$ cat src/rtl/apb_sw_led_irq_ctrl.sv
// apb_sw_led_irq_ctrl: APB3 slave for debounced switches with sticky edge IRQs and LED outputs.
// Optional PWM brightness register at 0x18 when `APB_SW_LED_PWM_EN is defined.
module apb_sw_led_irq_ctrl #(
    parameter int NUM_SW    = 4,
    parameter int NUM_LED   = 8,
    parameter int DB_CYCLES = 50000,
    parameter int DB_CNT_W  = 16
) (
    input  logic               PCLK,
    input  logic               PRESERN,
    input  logic               PSEL,
    input  logic               PENABLE,
    input  logic               PWRITE,
    input  logic [8:0]         PADDR,
    input  logic [31:0]        PWDATA,
    output logic [31:0]        PRDATA,
    output logic               PREADY,
    output logic               PSLVERR,
    input  logic [NUM_SW-1:0]  SW,
    output logic [NUM_LED-1:0] LED,
    output logic               FABINT
);
    localparam logic [DB_CNT_W-1:0] DB_LAST = DB_CNT_W'(DB_CYCLES - 1);

    logic [2:0]          idx;
    logic                wr, mapped;
    logic [NUM_SW-1:0]   sync1_q, sync2_q, db_q, chg, ev, w1c, stat_d;
    logic [NUM_SW-1:0]   en_q, stat_q, esel_q;
    logic [DB_CNT_W-1:0] cnt_q [NUM_SW];
    logic [DB_CNT_W-1:0] cnt_d [NUM_SW];
    logic [NUM_LED-1:0]  led_q;
    logic                fabint_q;
    logic [31:0]         rd;
    logic                unused_ok;

    assign idx       = PADDR[4:2];
    assign wr        = PSEL & PENABLE & PWRITE;
    assign PREADY    = 1'b1;
    assign PSLVERR   = PSEL & PENABLE & ~mapped;
    assign FABINT    = fabint_q;
    assign unused_ok = ^{PADDR[8:5], PADDR[1:0], PWDATA};

    // A switch flips only after DB_CYCLES consecutive disagreeing samples
    always_comb begin
        for (int k = 0; k < NUM_SW; k++) begin
            chg[k]   = (sync2_q[k] != db_q[k]) && (cnt_q[k] == DB_LAST);
            cnt_d[k] = (sync2_q[k] == db_q[k] || chg[k]) ? '0 : cnt_q[k] + DB_CNT_W'(1);
        end
    end

    assign ev     = chg & (sync2_q ^ esel_q);
    assign w1c    = (wr && idx == 3'd3) ? PWDATA[NUM_SW-1:0] : '0;
    assign stat_d = (stat_q & ~w1c) | ev;

`ifdef APB_SW_LED_PWM_EN
    logic [7:0] bright_q, pwm_q;

    assign mapped = idx != 3'd7;
    assign LED    = led_q & {NUM_LED{pwm_q < bright_q}};

    always_ff @(posedge PCLK or negedge PRESERN) begin
        if (!PRESERN) begin
            bright_q <= 8'hFF;
            pwm_q    <= '0;
        end else begin
            pwm_q <= pwm_q + 8'd1;
            if (wr && idx == 3'd6) bright_q <= PWDATA[7:0];
        end
    end
`else
    assign mapped = idx < 3'd6;
    assign LED    = led_q;
`endif

    always_comb begin
        case (idx)
            3'd0:    rd = 32'(led_q);
            3'd1:    rd = 32'(db_q);
            3'd2:    rd = 32'(en_q);
            3'd3:    rd = 32'(stat_q);
            3'd4:    rd = 32'(esel_q);
            3'd5:    rd = {16'd0, 8'(NUM_LED), 8'(NUM_SW)};
`ifdef APB_SW_LED_PWM_EN
            3'd6:    rd = {24'd0, bright_q};
`endif
            default: rd = '0;
        endcase
        PRDATA = (PSEL && !PWRITE) ? rd : '0;
    end

    always_ff @(posedge PCLK or negedge PRESERN) begin
        if (!PRESERN) begin
            sync1_q  <= '0;
            sync2_q  <= '0;
            db_q     <= '0;
            led_q    <= '0;
            en_q     <= '0;
            stat_q   <= '0;
            esel_q   <= '0;
            fabint_q <= 1'b0;
            for (int k = 0; k < NUM_SW; k++) cnt_q[k] <= '0;
        end else begin
            sync1_q  <= SW;
            sync2_q  <= sync1_q;
            db_q     <= db_q ^ chg;
            stat_q   <= stat_d;
            fabint_q <= |(stat_q & en_q);
            for (int k = 0; k < NUM_SW; k++) cnt_q[k] <= cnt_d[k];
            if (wr && idx == 3'd0) led_q  <= PWDATA[NUM_LED-1:0];
            if (wr && idx == 3'd2) en_q   <= PWDATA[NUM_SW-1:0];
            if (wr && idx == 3'd4) esel_q <= PWDATA[NUM_SW-1:0];
        end
    end
endmodule

$ cat config.mk
export PLATFORM = sky130hd
export DESIGN_NAME = apb_sw_led_irq_ctrl
export DESIGN_NICKNAME = d
export VERILOG_FILES = /design/src/rtl/apb_sw_led_irq_ctrl.sv
export SDC_FILE = /design/constraint.sdc
export NUM_CORES = 1
export LEC_CHECK = 0
export ABC_AREA = 1
export CAP_MARGIN = 20
export CORE_UTILIZATION = 53
export DETAILED_ROUTE_END_ITERATION = 12
export GPL_TIMING_DRIVEN = 0
export PLACE_DENSITY_LB_ADDON = 0.05
export SYNTH_ARGS = -nofsm -noshare
export SYNTH_HDL_FRONTEND = slang
export SYNTH_SLANG_ARGS = --single-unit
$ cat constraint.sdc
create_clock -name PCLK -period 2.3 [get_ports PCLK]
set_input_delay 0.69 -clock PCLK [delete_from_list [all_inputs] [get_ports PCLK]]
set_output_delay 0.69 -clock PCLK [all_outputs]
set_load 0.05 [all_outputs]
### Word level (Yosys, flattened, before mapping)

Index checks and enable logic that the tools add are counted.

* bitwise gates (word level): 11
* divide/modulo/power cells: 0
* multiplexer cells: 7
* $lt $le $gt $ge: 1
* equality and inequality tests: 17
* add/subtract/negate cells: 4
* reduce and logical (&&, ||, !) cells: 16
* shift-type cells: 0
* $mul: 0

Operators by type and width (number)
* $pmux W12 S6: 1
* $add A16 B1 Y16 const B: 4
* $eq A16 B16 Y1 const B: 4
* $mux W16: 4
* $mux W32: 1
* $and A4 B4 Y4: 3
* $logic_and A1 B1 Y1: 9
* $xor A4 B4 Y4: 2
* $eq A3 B2 Y1 const B: 2
* $eq A3 B3 Y1 const B: 2
* $eq A1 B1 Y1: 4
* $logic_or A1 B1 Y1: 4
* $mux W4: 1
* $ne A1 B1 Y1: 4
* $not A4 Y4: 1
* $or A4 B4 Y4: 1
* $reduce_or A4 Y1: 1
* $and A1 B1 Y1: 3
* $eq A3 B1 Y1 const B: 1
* $logic_not A3 Y1: 1
* $lt A3 B3 Y1 const B: 1
* $logic_not A1 Y1: 1
* $not A1 Y1: 1

* word-level logic and storage cells: 68
* memories kept: 0
* memory bits (read-only): 0
* bits in registers: 97
* output and inout port bits: 43
* bits in writable memories: 0
* bits in latches: 0
* input port bits: 50

### Depth between registers and ports, before layout

* word-level depth: 7
* gate-level depth with buffers: 9

### Least setup slack after synthesis

No wires, ideal clock.

* path kind: input to output
* start point: input port PADDR[2]
* end point: output port PRDATA[11]
* path slack: -0.797 ns
* stages on the path: 3
* data required time: 1.610 ns
* arrival: 2.407 ns
* path through: buf_6 -> inv_1 -> nor4_1

* longest elaborated chain between the ends: 3

RTL lines
* from (decl): line 14 `input logic [8:0] PADDR,`
* $eq A3 B3 Y1 (tied with other cells): line 76 `case (idx)`
* $pmux W12 S6 (*): line 76
* $mux W32 (*): line 88 `PRDATA = (PSEL && !PWRITE) ? rd : '0;`
* to (decl): line 16 `output logic [31:0] PRDATA,`

Every way passes the cells marked *; elsewhere a longest branch is shown, timed or not.

### Worst setup path after layout

* start point: input port PADDR[2]
* end point: output port PRDATA[0]

The elaborated chain is that of the path after synthesis.

==> results by group <==
Setup path
  • R2R cell count: 7
  • Crit Path Class: in -> out
  • CP max stage delay: 0.27 ns
  • Cell repeated most along the worst path: nor2_2
  • Crit-path cells: buf_12, nor3_4, nand2_1, nand2_2, nor2_2, nor2_2, buf_6
  • Crit. End Element: output port
  • Worst Path Arrival: 1.60 ns
  • Slowest CP cell: nor3_4
  • Critical path required time: 1.61 ns
  • Worst setup SP type: primary input
  • CP Max Fanout: 5

STA
  • Fmax: 437 MHz
  • Setup WS post-layout: 0.0130 ns
  • Hold Fails Final Rpt: 0
  • Worst-Margin Slew: 0.621 ns
  • Slew headroom: 58.6%
  • Fin crit period: 2.29 ns
  • Final worst-path cycle share: 99.4%
  • Final Slew Violations: 0
  • Final setup vio count: 0
  • Unrepaired setup endpoints after global routing: yes
  • Clk_skew: 0.0117 ns

Power and ir drop
  • VDD IR-drop max: 432 uV
  • Leakage: 2.98 nW
  • P_int: 0.00254 W
  • Clock share of power: 30.5%
  • Power share of the combinational group: 18.1%
  • Tot Pwr: 0.00366 W
  • Pwr/cell area: 570 nW/um^2
  • Net Sw Frac: 30.7%
  • Sequential Power Share: 51.4%
  • Switch Pwr: 0.00112 W

Global routing
  • Global Route Usage Sum: 24.3%
  • Vias in the first global route: 4385
  • Initial antenna violation count: 0
  • First-pass GRT wire length: 19600 um
  • Largest net degree at the start of global routing: 53
  • GR Overflow Total: 0

Layout
  • Fill cells: 858
  • Share of cells above drive strength 1: 15.0%
  • Synthesis-to-finish area growth: 21.2%
  • Layout Nets: 835
  • FF/Latch Area: 2430 um^2
  • Design area: 6430 um^2
  • Commonest non-fill, non-tap cells in the layout: nand2_1 (177), nor2_1 (151), dfrtp_1 (97)
  • Multi-input gate area: 2610 um^2
  • Commonest non-fill, non-tap cell in the layout: nand2_1
  • Antenna Cells: 0

Die
  • Area of the die: 10400 um^2
  • Core Area: 9730 um^2
  • Rows: 36
  • Number of top-level pins: 93
  • Initial Util: 54.5%
  • Die X: 102 um
  • Die Ht: 102 um

Place
  • DP HPWL: 8490 um
  • Cell area after placement: 5980 um^2
  • Placer congestion estimate: 0.959
  • Port bufs: 36
  • Worst slack, placed: -1.39 ns

Clock network
  • CTS tree: done
  • Number of H-tree levels: 3
  • Num CTS Buffers: 9
  • CTS Hold Bufs: 0
  • Clk_lat worst skew: 0.37 ns
  • CTS clk-pin slew, worst paths: 0.09 ns
  • Clk root buf: clkbuf_8
  • Longest Clk Path Bufs: 2
  • CTS sink cnt: 97

Yosys
  • Flops & latches, synth: 97
  • Seq/Total Area, Yosys: 45.8%
  • Synthesized cell area: 5310 um^2
  • Post-Syn Instances: 699
  • Top area cells in the synthesized netlist: dfrtp_1 (46%), nand2_1 (13%), nor2_1 (11%)
  • Synth Warn #: 0
  • Top cell type's share of synthesized area: 45.8%
  • Yosys cell types: 29
  • Syn avg cell area: 7.59 um^2
  • Synth area leader: dfrtp_1

Detailed routing
  • Routed WL: 11800 um
  • Wire per inst: 12.9 um
  • DR vias: 4601
  • Routed Antenna Nets: 0
  • DRT iter0 DRCs: 162
  • DRC: 0
  • Drt pass-1 iters: 4
  • Vias/cell: 5.01

Run
  • MaxCap Viol Count: 0

Run status
  • Outcome: complete, no violations

Worst hold path
  • Hold Path Class: in -> async
power by group through the flow:
stage	Sequential [W]	Clock (W)	Combinational, W
finish	0.00188	0.00112	0.000664
global route	0.00190	0.00122	0.000720
CTS	0.00188	0.00116	0.000645
detailed placement	0.00191	0	0.000628
global placement	0.00191	0	0.000613
floorplan	0.00201	0	0.000318
synth_stat cells:
cell type and number:
nand2_1 183, nor2_1 160, dfrtp_1 97, inv_1 56, nand3_1 44, buf_4 25, nand4_1 25, o21ai_0 24
xor2_1 19, nand2_2 7, buf_6 6, nor3_1 6, o21bai_1 6, xnor2_1 6, a21o_1 4, a21oi_1 4
ha_1 4, o21ai_2 4, o22ai_1 3, conb_1 2, nand2_4 2, nand3_2 2, nor2_2 2, nor3_4 2
nor3b_1 2, inv_2 1, nor2_4 1, nor4_1 1, o21ai_1 1
stage by stage:
step	setup TNS, ns	instances	hold WS [ns]	utilization [%]
global route	-0.142	919	0.369	66.1
floorplan	-1.50	721	0.331	-
finish	0	919	0.336	66.1
CTS	-0.0179	915	0.341	64.6
global placement	-311.46	890	0.336	61.2
detailed placement	-12.10	891	0.336	61.5
cell type report:
class / instances / area share [%]
Multi-Input combinational cell: 537 / 40.6
Sequential cell: 97 / 37.8
Clock inverter: 5 / 0.973
Inverter: 57 / 3.45
Timing Repair Buffer: 48 / 8.31
Clock buffer: 11 / 2.04
Buffer: 31 / 4.24
Tap cell: 133 / 2.59
critical path: cells and delay by family:
family | cells | cell delay [ns]
simple gates | 5 | 0.61
buf+inv | 2 | 0.30
state kept, by name (all words and copies together), names as in the netlist, named ones only:
signal,cells
FABINT,1
en_q,4
sync2_q,4
sync1_q,4
cnt_q,64
esel_q,4
stat_q,4
LED,8
kinds of logic after synthesis:
logic type                 Yosys count  synth area share (%)
adders and majority gates            4                 0.943
other                                2                 0.142
AOI/OAI and AO/OA                   46                  5.17
xor gates and xnor gates            25                  4.13
DFF                                 97                  45.8
buffers and inverters               88                  8.84
and+or+nand+nor                    437                  35.0
worst paths after layout:
check / from / end / slack (ns)
worst max-delay path: PADDR[2] / PRDATA[0] / 0.01
worst min-delay path: PRESERN / cnt_q[30]$_DFF_PN0_ / 0.34
worst max register to register: cnt_q[16]$_DFF_PN0_ / cnt_q[16]$_DFF_PN0_ / 0.66
worst min register to register: sync1_q[1]$_DFF_PN0_ / sync2_q[1]$_DFF_PN0_ / 0.35
max in group asynchronous: PRESERN / cnt_q[15]$_DFF_PN0_ / 1.31
min in group PCLK: sync1_q[1]$_DFF_PN0_ / sync2_q[1]$_DFF_PN0_ / 0.35
routing by layer:
layer  part of all wire, %  GRT usage (%)
met2                    50           41.0
met4                   2.1           11.1
met3                   3.5           4.92
met1                    44           30.3
met5                     0              0
timing repair:
| action | in CTS | in global routing |
|---|---|---|
| setup buffers | 6 | 3 |
| resized for setup | 89 | 33 |
| cloned | 2 | 1 |
| endpoints found under the setup margin | 13 | 14 |
| pin swaps | 6 | 15 |
No activity file was read; power rests on OpenSTA's default activity.
